==> config.mk <==
export PLATFORM = sky130hd
export DESIGN_NAME = elastic_fifo_buffer
export DESIGN_NICKNAME = d
export VERILOG_FILES = /design/src/rtl/elastic_fifo_buffer.sv
export SDC_FILE = /design/constraint.sdc
export NUM_CORES = 1
export LEC_CHECK = 0
export CAP_MARGIN = 20
export CORE_UTILIZATION = 45
export CTS_CLUSTER_DIAMETER = 120
export CTS_CLUSTER_SIZE = 10
export DETAILED_ROUTE_END_ITERATION = 7
export MAX_ROUTING_LAYER = met4
export PLACE_DENSITY_LB_ADDON = 0.1
export SYNTH_ARGS = -nofsm -noshare
export SYNTH_HDL_FRONTEND = slang
export SYNTH_SLANG_ARGS = --single-unit
export TNS_END_PERCENT = 100
==> constraint.sdc <==
create_clock -name clk -period 3.3 [get_ports clk]
set_input_delay 0.66 -clock clk [delete_from_list [all_inputs] [get_ports clk]]
set_output_delay 0.66 -clock clk [all_outputs]
set_load 0.02 [all_outputs]
==> src/rtl/elastic_fifo_buffer.sv <==
// elastic_fifo_buffer: opaque elastic FIFO slot-buffer for one branch of an eager fork.
// Decouples a stalled consumer from the fork. No combinational path from nReadyArray to
// readyArray, and no same-cycle bypass from input to output.
//
// Ports:
//   clk           in   clock, all state on rising edge
//   rstn          in   synchronous reset, active-low
//   dataInArray   in   token data from upstream
//   pValidArray   in   upstream token valid
//   readyArray    out  buffer can accept a token this cycle
//   dataOutArray  out  head-of-queue data (don't-care while validArray=0)
//   validArray    out  head-of-queue valid
//   nReadyArray   in   downstream ready
//   occupancy     out  number of stored tokens (0..DEPTH), registered
module elastic_fifo_buffer #(
  parameter int unsigned DEPTH     = 4,
  parameter int unsigned DATA_SIZE = 8,
  localparam int unsigned CNT_W    = $clog2(DEPTH + 1)
) (
  input  logic                 clk,
  input  logic                 rstn,
  input  logic [DATA_SIZE-1:0] dataInArray,
  input  logic                 pValidArray,
  output logic                 readyArray,
  output logic [DATA_SIZE-1:0] dataOutArray,
  output logic                 validArray,
  input  logic                 nReadyArray,
  output logic [CNT_W-1:0]     occupancy
);

  // A single-slot buffer still needs a 1-bit pointer to keep the declarations legal.
  localparam int unsigned PTR_W = (DEPTH > 1) ? $clog2(DEPTH) : 1;

  logic [DATA_SIZE-1:0] mem_q [DEPTH];
  logic [PTR_W-1:0]     wr_ptr_q, wr_ptr_d;
  logic [PTR_W-1:0]     rd_ptr_q, rd_ptr_d;
  logic [CNT_W-1:0]     count_q, count_d;
  logic                 push, pop;

  always_comb begin
    // Handshakes are masked while reset is asserted so nothing moves in the reset cycle.
    readyArray   = rstn && (count_q != CNT_W'(DEPTH));
    validArray   = rstn && (count_q != '0);
    dataOutArray = mem_q[rd_ptr_q];
    occupancy    = count_q;

    push = pValidArray && readyArray;
    pop  = validArray && nReadyArray;

    // Explicit wrap so non-power-of-two depths work.
    wr_ptr_d = wr_ptr_q;
    if (push) begin
      wr_ptr_d = (wr_ptr_q == PTR_W'(DEPTH - 1)) ? '0 : wr_ptr_q + PTR_W'(1);
    end

    rd_ptr_d = rd_ptr_q;
    if (pop) begin
      rd_ptr_d = (rd_ptr_q == PTR_W'(DEPTH - 1)) ? '0 : rd_ptr_q + PTR_W'(1);
    end

    count_d = count_q;
    unique case ({push, pop})
      2'b10:   count_d = count_q + CNT_W'(1);
      2'b01:   count_d = count_q - CNT_W'(1);
      default: count_d = count_q;
    endcase
  end

  always_ff @(posedge clk) begin
    if (!rstn) begin
      wr_ptr_q <= '0;
      rd_ptr_q <= '0;
      count_q  <= '0;
    end else begin
      wr_ptr_q <= wr_ptr_d;
      rd_ptr_q <= rd_ptr_d;
      count_q  <= count_d;
    end
  end

  // Storage is not reset; push is already suppressed during reset.
  always_ff @(posedge clk) begin
    if (push) begin
      mem_q[wr_ptr_q] <= dataInArray;
    end
  end

endmodule

==> flow_metrics.py, run 1 <==
metrics = {
    "placed_design": {
        "dp_cells": 164,
        "portBuffers": 24,
        "dp_hpwl_mm": 1.69,
        "pre_cts_slack_ns": 0.347,
        "routabilityCongestion": 0.676,
    },
    "logic_synthesis": {
        "ys_types": 25,
        "syn-cell-area_um2": 1670,
        "syn_inst": 97,
        "ys.warnings.count": 0,
        "syn_avg_cell_area_um2": 17.2,
        "synth_nets": 116,
        "ys_ff_latch": 41,
        "seq_area_frac_synth": 0.682,
    },
    "floorplanning": {
        "die_area_um2": 3970,
        "fp.coreArea_um2": 3440,
        "dieWidth_um": 63.0,
        "start_util": 0.486,
        "fp.dieH_um": 63.0,
        "io-pin-count": 25,
        "fp-row-count": 21,
    },
    "setup_path": {
        "cp_common_cell": "clkdlybuf4s50_1",
        "path_cells": "clkdlybuf4s50_1, a21boi_0, clkdlybuf4s50_1",
        "slowest_delay_ns": 0.67,
        "crit_path_start_kind": "input pin",
        "reg2reg_from": "occupancy[1]",
        "arrival_ns": 2.18,
        "crit_path_max_fanout": 11,
        "critPathRequiredTime_ns": 2.64,
        "startpoint": "rstn",
        "crit_slowest_cell": "clkdlybuf4s50_1",
        "crit_type": "input pin to output pin",
        "cp-end-kind": "output pin",
    },
    "route": {
        "drc": 0,
        "ant_nets": 0,
        "route.vias.total": 876,
        "avgRoutedWirePerCell_um": 14.1,
        "dr.pass1.iters": 4,
        "drtIter0Drc": 23,
        "routed_via_density": 5.09,
        "wl_mm": 2.43,
    },
    "run_status": {
        "status": "finished clean",
    },
    "timing": {
        "slew_headroom": 0.629,
        "setup_ws_ns": 0.463,
        "hold_ws_ns": 0.494,
        "report.final.slew_viol_count": 0,
        "period_share": 0.860,
        "setup_viol_count_final": 0,
        "setup_tns_ns": 0,
        "finalHoldViolations": 0,
        "period_needed_ns": 2.84,
        "fmax_mhz": 353,
        "tightest_slew_ns": 0.556,
        "rsz0062_at_grt": "no",
        "clock_skew_ns": 0.00419,
    },
    "clock_network": {
        "post_cts_buffers": 0,
        "clk_path_buf_depth": 2,
        "cts_hold_buffers": 0,
        "cts_tree": "yes",
        "cts_resized": 0,
        "h-tree-depth": 2,
        "numCtsBuffers": 5,
        "cts.sinks": 41,
        "clock_latency_ns": 0.29,
        "clock-root-buffer": "clkbuf_8",
        "path_clk_slew_ns": 0.07,
    },
    "layout": {
        "diodes": 0,
        "nets": 144,
        "area_growth_pct": 21.9,
        "drive_gt1_frac": 0.143,
        "fin_cells": 172,
        "final_common_cell": "edfxtp_1",
        "layout_common_cells": "edfxtp_1 (32), clkdlybuf4s50_1 (24), dfxtp_1 (9)",
    },
    "global_route": {
        "antenna_found_initial": 0,
        "grtUsageTotal": 0.147,
        "grt_overflow": 0,
        "grt_start_max_net_pins": 13,
        "grt_pass1_wl_mm": 4.02,
        "grt_pass1_vias": 881,
    },
    "hold_path": {
        "hp-class": "register to register",
        "holdCritStartpoint": "rd_ptr_q[1]",
    },
    "pwr": {
        "irDropWorstVdd_v": 0.000232,
        "p_leak_uw": 0.000679,
        "p_per_area_nw_per_um2": 540,
    },
    "flow_run": {
        "drv_cap": 0,
    },
}
==> flip-flops by register name (all words and copies together), names as in the netlist, named ones only <==
register   cells
wr_ptr_q       2
rd_ptr_q       2
occupancy      3
mem_q         32
==> path summary, 6_finish.rpt <==
| kind | to | slack (ns) | cells past startpoint |
|---|---|---|---|
| max reg2reg | occupancy[2] | 1.24 | 9 |
| max | readyArray | 0.46 | 3 |
| min reg2reg | rd_ptr_q[1] | 0.49 | 2 |
| min | rd_ptr_q[1] | 0.49 | 2 |
==> critical path, delay by kind of cell <==
kind / cells / cell delay, ns
buffers and inverters: 2 / 1.30
AOI/OAI and AO/OA: 1 / 0.21
==> power by group <==
part           leakage (µW)  total, µW  switching, µW  internal [µW]
clock             0.0000455        321            151            170
combinational      0.000270        169           76.6           91.9
sequential         0.000364        612           27.2            585
total              0.000679       1100            254            847
==> cells by family after synthesis <==
family,after synthesis,synth area share
flip-flops,41,0.682
AND/OR/NAND/NOR,18,0.0539
buffers and inverters,10,0.0284
multiplexers,10,0.120
AO/OA/AOI/OAI,9,0.0486
adder cells (fa/ha/maj),7,0.0568
XOR/XNOR,2,0.0105
==> stage by stage <==
step | util | power, µW | instance area (µm²)
after global placement | 0.566 | 792 | 1950
after floorplan | - | 724 | 1670
after detailed placement | 0.566 | 796 | 1950
after global routing | 0.593 | 1150 | 2040
final | 0.593 | 1100 | 2040
after CTS | 0.593 | 1110 | 2040
==> layer usage <==
layer  global-route usage  up-vias  wire, µm
met5                    -        -         0
met4               0.0698        0        34
met3               0.0511        8       111
met2                0.257       24      1300
met1                0.144      433       976
li1                     -      411         -
==> synthesized netlist by cell type (all sizes together) <==
library cell	n	share of area
or2	1	0.0037
nand2	8	0.018
o311a	1	0.013
buf	2	0.0097
xnor2	1	0.0052
mux4	8	0.11
and2	6	0.022
o31a	1	0.0052
fa	1	0.012
o21ai	4	0.012
xor2	1	0.0052
nor2	2	0.0060
mux2i	2	0.012
or3	1	0.0037
clkbuf	1	0.0030
ha	6	0.045
a21boi	2	0.0090
edfxtp	32	0.57
inv	7	0.016
dfxtp	9	0.11
a21oi	1	0.0097
==> layout make-up <==
cell class                      count  area [µm²]
Fill cell                         287        1400
Inverter                            7        26.3
Clock buffer                        8        90.1
Timing Repair Buffer               24         240
Sequential cell                    41        1140
Tap cell                           46        57.6
Multi-Input combinational cell     46         484
Power figures use the tool's default switching activity.
==> run 2, diff against run 1 <==
--- a/config.mk
+++ b/config.mk
@@ -5,8 +5,9 @@
 export SDC_FILE = /design/constraint.sdc
 export NUM_CORES = 1
 export LEC_CHECK = 0
+export ABC_AREA = 0
 export CAP_MARGIN = 20
-export CORE_UTILIZATION = 45
+export CORE_UTILIZATION = 50
 export CTS_CLUSTER_DIAMETER = 120
 export CTS_CLUSTER_SIZE = 10
 export DETAILED_ROUTE_END_ITERATION = 7
==> run 2 against run 1 <==
Compared with the run above:
- routed wire length grew 4.5%
- sequential power is essentially flat
- largest power group unchanged
- largest cell class unchanged
- final cell count fell by 1.2%
- critical endpoint unchanged
- clock skew increased by 0.0068 ns
- critical path type unchanged
- utilization rose by 5.9 points
==> flow_metrics.py, run 2 (synthesized netlist as in run 1, its figures left out) <==
metrics = {
    "timing": {
        "report.final.slew_viol_count": 0,
        "period_share": 0.861,
        "period_needed_ns": 2.84,
        "tightest_slew_ns": 0.542,
        "slew_headroom": 0.638,
        "setup_tns_ns": 0,
        "finalHoldViolations": 0,
        "rsz0062_at_grt": "no",
        "fmax_mhz": 352,
        "setup_viol_count_final": 0,
        "hold_ws_ns": 0.504,
        "setup_ws_ns": 0.457,
        "clock_skew_ns": 0.0110,
    },
    "layout": {
        "regMostFlops": "mem_q",
        "nets": 144,
        "post-route-util": 0.652,
        "area_growth_pct": 20.9,
        "largest_reg_flops": 32,
        "final_common_cell": "edfxtp_1",
        "layout_common_cells": "edfxtp_1 (32), clkdlybuf4s50_1 (24), dfxtp_1 (9)",
        "drive_gt1_frac": 0.143,
        "diodes": 0,
        "design_area_um2": 2020,
    },
    "pwr": {
        "p_leak_uw": 0.000674,
        "irDropWorstVdd_v": 0.000317,
        "p_per_area_nw_per_um2": 539,
    },
    "setup_path": {
        "r2r_end": "occupancy[2]",
        "crit_type": "input pin to output pin",
        "r2r_slack_ns": 1.22,
        "reg2reg_from": "occupancy[1]",
        "critPathRequiredTime_ns": 2.64,
        "crit_path_start_kind": "input pin",
        "ff2ff_path_depth": 9,
        "arrival_ns": 2.18,
        "cp-end-kind": "output pin",
        "crit_path_max_fanout": 11,
    },
    "clock_network": {
        "clock-root-buffer": "clkbuf_4",
        "numCtsBuffers": 5,
        "cts_hold_buffers": 0,
        "h-tree-depth": 2,
        "cts_resized": 0,
        "cts_tree": "yes",
        "path_clk_slew_ns": 0.10,
        "clock_latency_ns": 0.34,
        "clk_path_buf_depth": 2,
        "cts.sinks": 41,
        "post_cts_buffers": 0,
    },
    "floorplanning": {
        "die_area_um2": 3580,
        "fp.dieH_um": 59.8,
        "fp-row-count": 20,
        "io-pin-count": 25,
        "dieWidth_um": 59.8,
        "start_util": 0.539,
        "fp.coreArea_um2": 3100,
    },
    "placed_design": {
        "placed_area_um2": 1950,
        "routabilityCongestion": 0.655,
        "dp_hpwl_mm": 1.75,
        "pre_cts_slack_ns": 0.334,
        "portBuffers": 24,
    },
    "route": {
        "wl_mm": 2.53,
        "drtIter0Drc": 16,
        "routed_via_density": 5.07,
        "drc": 0,
        "avgRoutedWirePerCell_um": 14.9,
        "ant_nets": 0,
        "route.vias.total": 862,
        "dr.pass1.iters": 4,
    },
    "flow_run": {
        "drv_cap": 0,
    },
    "global_route": {
        "grtUsageTotal": 0.173,
        "grt_start_max_net_pins": 13,
        "grt_overflow": 0,
        "antenna_found_initial": 0,
        "grt_pass1_vias": 833,
        "grt_pass1_wl_mm": 4.06,
    },
    "run_status": {
        "status": "finished clean",
    },
    "hold_path": {
        "holdCritStartpoint": "rd_ptr_q[1]",
        "min_path_cells": 2,
        "hp-class": "register to register",
    },
}
run 2: changes by cell type in the layout (fill, tap and decap cells not counted):
cell	before	now
bufinv_16	0	1
clkbuf_8	6	0
clkbuf_1	2	1
clkbuf_4	0	5
clkinv_1	0	1
run 2: area by class of cell:
| type | count | area (µm²) |
|---|---|---|
| fillers | 242 | 1080 |
| multi-input cells | 46 | 484 |
| clock inverters | 2 | 33.8 |
| repair buffers | 24 | 240 |
| clock buffers | 6 | 41.3 |
| inverters | 7 | 26.3 |
| flip-flops and latches | 41 | 1140 |
| well taps | 44 | 55.1 |
run 2: worst max-delay path, cell delays in order:
cell and delay, ns:
clkdlybuf4s50_1 0.68, a21boi_0 0.21, clkdlybuf4s50_1 0.63
run 2: metrics by stage:
stage               cells  power (µW)
floorplan              97         724
global placement      162         791
detailed placement    162         795
CTS                   170        1100
global route          170        1140
finish                170        1090
run 2: worst max path at each step:
stage	depth (start not counted)	slack [ns]	from	to
2_1_floorplan	8	1.06	rstn	occupancy[2]
3_3_place_gp	8	0.46	rstn	occupancy[2]
3_5_place_dp	8	0.33	rstn	occupancy[2]
4_1_cts	2	0.44	register	dataOutArray[6]
5_1_grt	2	0.32	register	dataOutArray[6]
6_report	3	0.46	rstn	readyArray
run 2: routing by layer:
metal | vias up | share of wire | wire [µm] | global-route usage
li1 | 418 | - | - | -
met1 | 418 | 0.46 | 1170 | 0.203
met2 | 24 | 0.48 | 1220 | 0.275
met3 | 2 | 0.047 | 118 | 0.0584
met4 | 0 | 0.0079 | 20 | 0.0698
met5 | - | 0 | 0 | -
run 2: report_power, final:
group	switching (µW)	leakage, µW	internal, µW
Sequential	26.2	0.000364	584
Clock	151	0.0000399	158
Combinational	78.2	0.000270	92.2
Total	256	0.000674	834
==> run 3, diff against run 2 <==
--- a/config.mk
+++ b/config.mk
@@ -5,9 +5,9 @@
 export SDC_FILE = /design/constraint.sdc
 export NUM_CORES = 1
 export LEC_CHECK = 0
-export ABC_AREA = 0
+export ABC_AREA = 1
 export CAP_MARGIN = 20
-export CORE_UTILIZATION = 50
+export CORE_UTILIZATION = 45
 export CTS_CLUSTER_DIAMETER = 120
 export CTS_CLUSTER_SIZE = 10
 export DETAILED_ROUTE_END_ITERATION = 7
==> run 3 against run 2 <==
Compared with the run above:
- die area rose by 12%
- clock power rose by 4%
- largest cell class unchanged
- non-clock buffer count is 6 higher
- final cell count is 32% higher
- sequential power down 2%
- count of clock-buffer cells in the layout up 2
==> flow_metrics.py, run 3 <==
metrics = {
    "run_status": {
        "status": "finished clean",
    },
    "setup_path": {
        "critPathRequiredTime_ns": 2.64,
        "reg2reg_from": "occupancy[2]",
        "crit_path_start_kind": "input pin",
        "cp-end-kind": "output pin",
        "crit_path_max_fanout": 2,
        "crit_type": "input pin to output pin",
        "slowest_delay_ns": 0.64,
        "cp_common_cell": "clkdlybuf4s50_1",
        "path_cells": "clkdlybuf4s50_1, inv_1, a21oi_1, clkdlybuf4s50_1",
        "arrival_ns": 2.03,
        "startpoint": "rstn",
        "crit_slowest_cell": "clkdlybuf4s50_1",
    },
    "global_route": {
        "grt_start_max_net_pins": 17,
        "grt_overflow": 0,
        "grtUsageTotal": 0.177,
        "grt_pass1_vias": 1075,
        "antenna_found_initial": 0,
        "grt_pass1_wl_mm": 5.08,
    },
    "pwr": {
        "p_leak_uw": 0.000798,
        "irDropWorstVdd_v": 0.000243,
        "p_per_area_nw_per_um2": 525,
    },
    "timing": {
        "fmax_mhz": 371,
        "tightest_slew_ns": 0.336,
        "slew_headroom": 0.776,
        "finalHoldViolations": 0,
        "clock_skew_ns": 0.00261,
        "rsz0062_at_grt": "no",
        "period_share": 0.816,
        "setup_viol_count_final": 0,
        "period_needed_ns": 2.69,
        "report.final.slew_viol_count": 0,
        "setup_tns_ns": 0,
        "hold_ws_ns": 0.500,
    },
    "clock_network": {
        "cts.sinks": 41,
        "clock_latency_ns": 0.28,
        "path_clk_slew_ns": 0.07,
        "cts_tree": "yes",
        "post_cts_buffers": 0,
        "numCtsBuffers": 5,
        "h-tree-depth": 2,
        "cts_hold_buffers": 0,
        "clk_path_buf_depth": 2,
        "cts_resized": 0,
        "clock-root-buffer": "clkbuf_8",
    },
    "floorplanning": {
        "io-pin-count": 25,
        "fp.coreArea_um2": 3470,
        "dieWidth_um": 63.3,
        "start_util": 0.488,
        "fp.dieH_um": 63.3,
        "die_area_um2": 4010,
        "fp-row-count": 21,
    },
    "placed_design": {
        "portBuffers": 24,
        "placed_area_um2": 2000,
        "dp_hpwl_mm": 2.05,
        "routabilityCongestion": 0.802,
    },
    "logic_synthesis": {
        "ys_types": 18,
        "synth_flop_cell": "edfxtp_1",
        "ys_ff_latch": 41,
        "ys.warnings.count": 0,
        "synth_area_leader_cell": "edfxtp_1",
        "syn_avg_cell_area_um2": 11.7,
        "synth_edf_count": 32,
        "syn_inst": 144,
        "syn-cell-area_um2": 1690,
        "async_flop_share": 0,
        "seq_area_frac_synth": 0.675,
        "synthTopCellsByArea": "edfxtp_1 (57%), dfxtp_1 (11%), nor2_1 (5.5%), ha_1 (4.4%), o21ai_0 (4.4%)",
        "synth_nets": 163,
        "synth.most_common_cell": "edfxtp_1",
        "synthTopCellsByCount": "edfxtp_1 (32), nor2_1 (25), inv_1 (16)",
        "synth_top_area_share": 0.568,
    },
    "layout": {
        "nets": 197,
        "layout_common_cells": "edfxtp_1 (32), nor2_1 (25), clkdlybuf4s50_1 (24)",
        "area_growth_pct": 23.8,
        "largest_reg_flops": 32,
        "final_common_cell": "edfxtp_1",
        "n_fill_cell": 301,
        "design_area_um2": 2090,
        "post-route-util": 0.604,
        "regMostFlops": "mem_q",
        "drive_gt1_frac": 0.101,
        "diodes": 0,
    },
    "route": {
        "drc": 0,
        "drtIter0Drc": 41,
        "ant_nets": 0,
        "routed_via_density": 4.92,
        "route.vias.total": 1108,
        "dr.pass1.iters": 4,
        "avgRoutedWirePerCell_um": 13.2,
        "wl_mm": 2.96,
    },
    "hold_path": {
        "hp-class": "register to register",
        "holdCritStartpoint": "rd_ptr_q[1]",
    },
    "flow_run": {
        "drv_cap": 0,
    },
}
-- run 3: cell types whose count changed after synthesis, moves of 2 or more --
cell	previous run	this run
o22ai_1	0	8
nand2_1	8	12
o21ai_2	0	3
and2_1	6	0
nor2_1	1	25
inv_1	7	16
mux2i_1	2	0
o21ai_0	2	15
a21oi_1	0	4
nand3_1	0	6
mux4_2	8	0
-- run 3: path summary, 6_finish.rpt --
kind / endpoint / slack [ns] / cells past startpoint
worst max-delay path: readyArray / 0.61 / 4
worst max register to register: occupancy[2] / 1.43 / 13
worst min-delay path: rd_ptr_q[1] / 0.50 / 2
worst min register to register: rd_ptr_q[1] / 0.50 / 2
-- run 3: final cells by class --
type                            instances  area (µm²)  area share
Tap cell                               46        57.6      0.0275
Inverter                               17        63.8      0.0305
Sequential cell                        41        1140       0.545
Timing Repair Buffer                   30         285       0.136
Clock buffer                            8        90.1      0.0430
Multi-Input combinational cell         83         457       0.218
-- run 3: critical path, delay by kind of cell --
kind / cells / cell delay, ns
buffers and inverters: 3 / 1.19
AO/OA/AOI/OAI: 1 / 0.18
-- run 3: kinds of logic (layout without fill, tap and decap cells) --
| logic type | count (synthesis) | count (layout) | synth area share |
|---|---|---|---|
| buffers and inverters | 20 | 55 | 0.0555 |
| flip-flops | 41 | 41 | 0.675 |
| AND/OR/NAND/NOR | 45 | 45 | 0.109 |
| AO/OA/AOI/OAI | 31 | 31 | 0.104 |
| adder cells (fa/ha/maj) | 7 | 7 | 0.0562 |
-- run 3: power by group --
part	switching [µW]	internal, µW	leakage, µW
logic	101	80.1	0.000389
clock network	150	170	0.0000455
registers	16.1	582	0.000364
-- run 3: per-layer routing --
metal	vias to the layer above	share of wire	track usage
met5	-	0	-
met4	0	0.012	0.0597
met3	5	0.028	0.0543
met2	16	0.49	0.266
met1	520	0.47	0.228
li1	567	-	-
-- run 3: per-stage QoR --
| step | cells | power (µW) | setup WS [ns] |
|---|---|---|---|
| 2_1_floorplan | 144 | 710 | 1.33 |
| 3_3_place_gp | 217 | 786 | 0.631 |
| 3_5_place_dp | 217 | 792 | 0.623 |
| 4_1_cts | 225 | 1110 | 0.604 |
| 5_1_grt | 225 | 1160 | 0.527 |
| 6_report | 225 | 1100 | 0.608 |
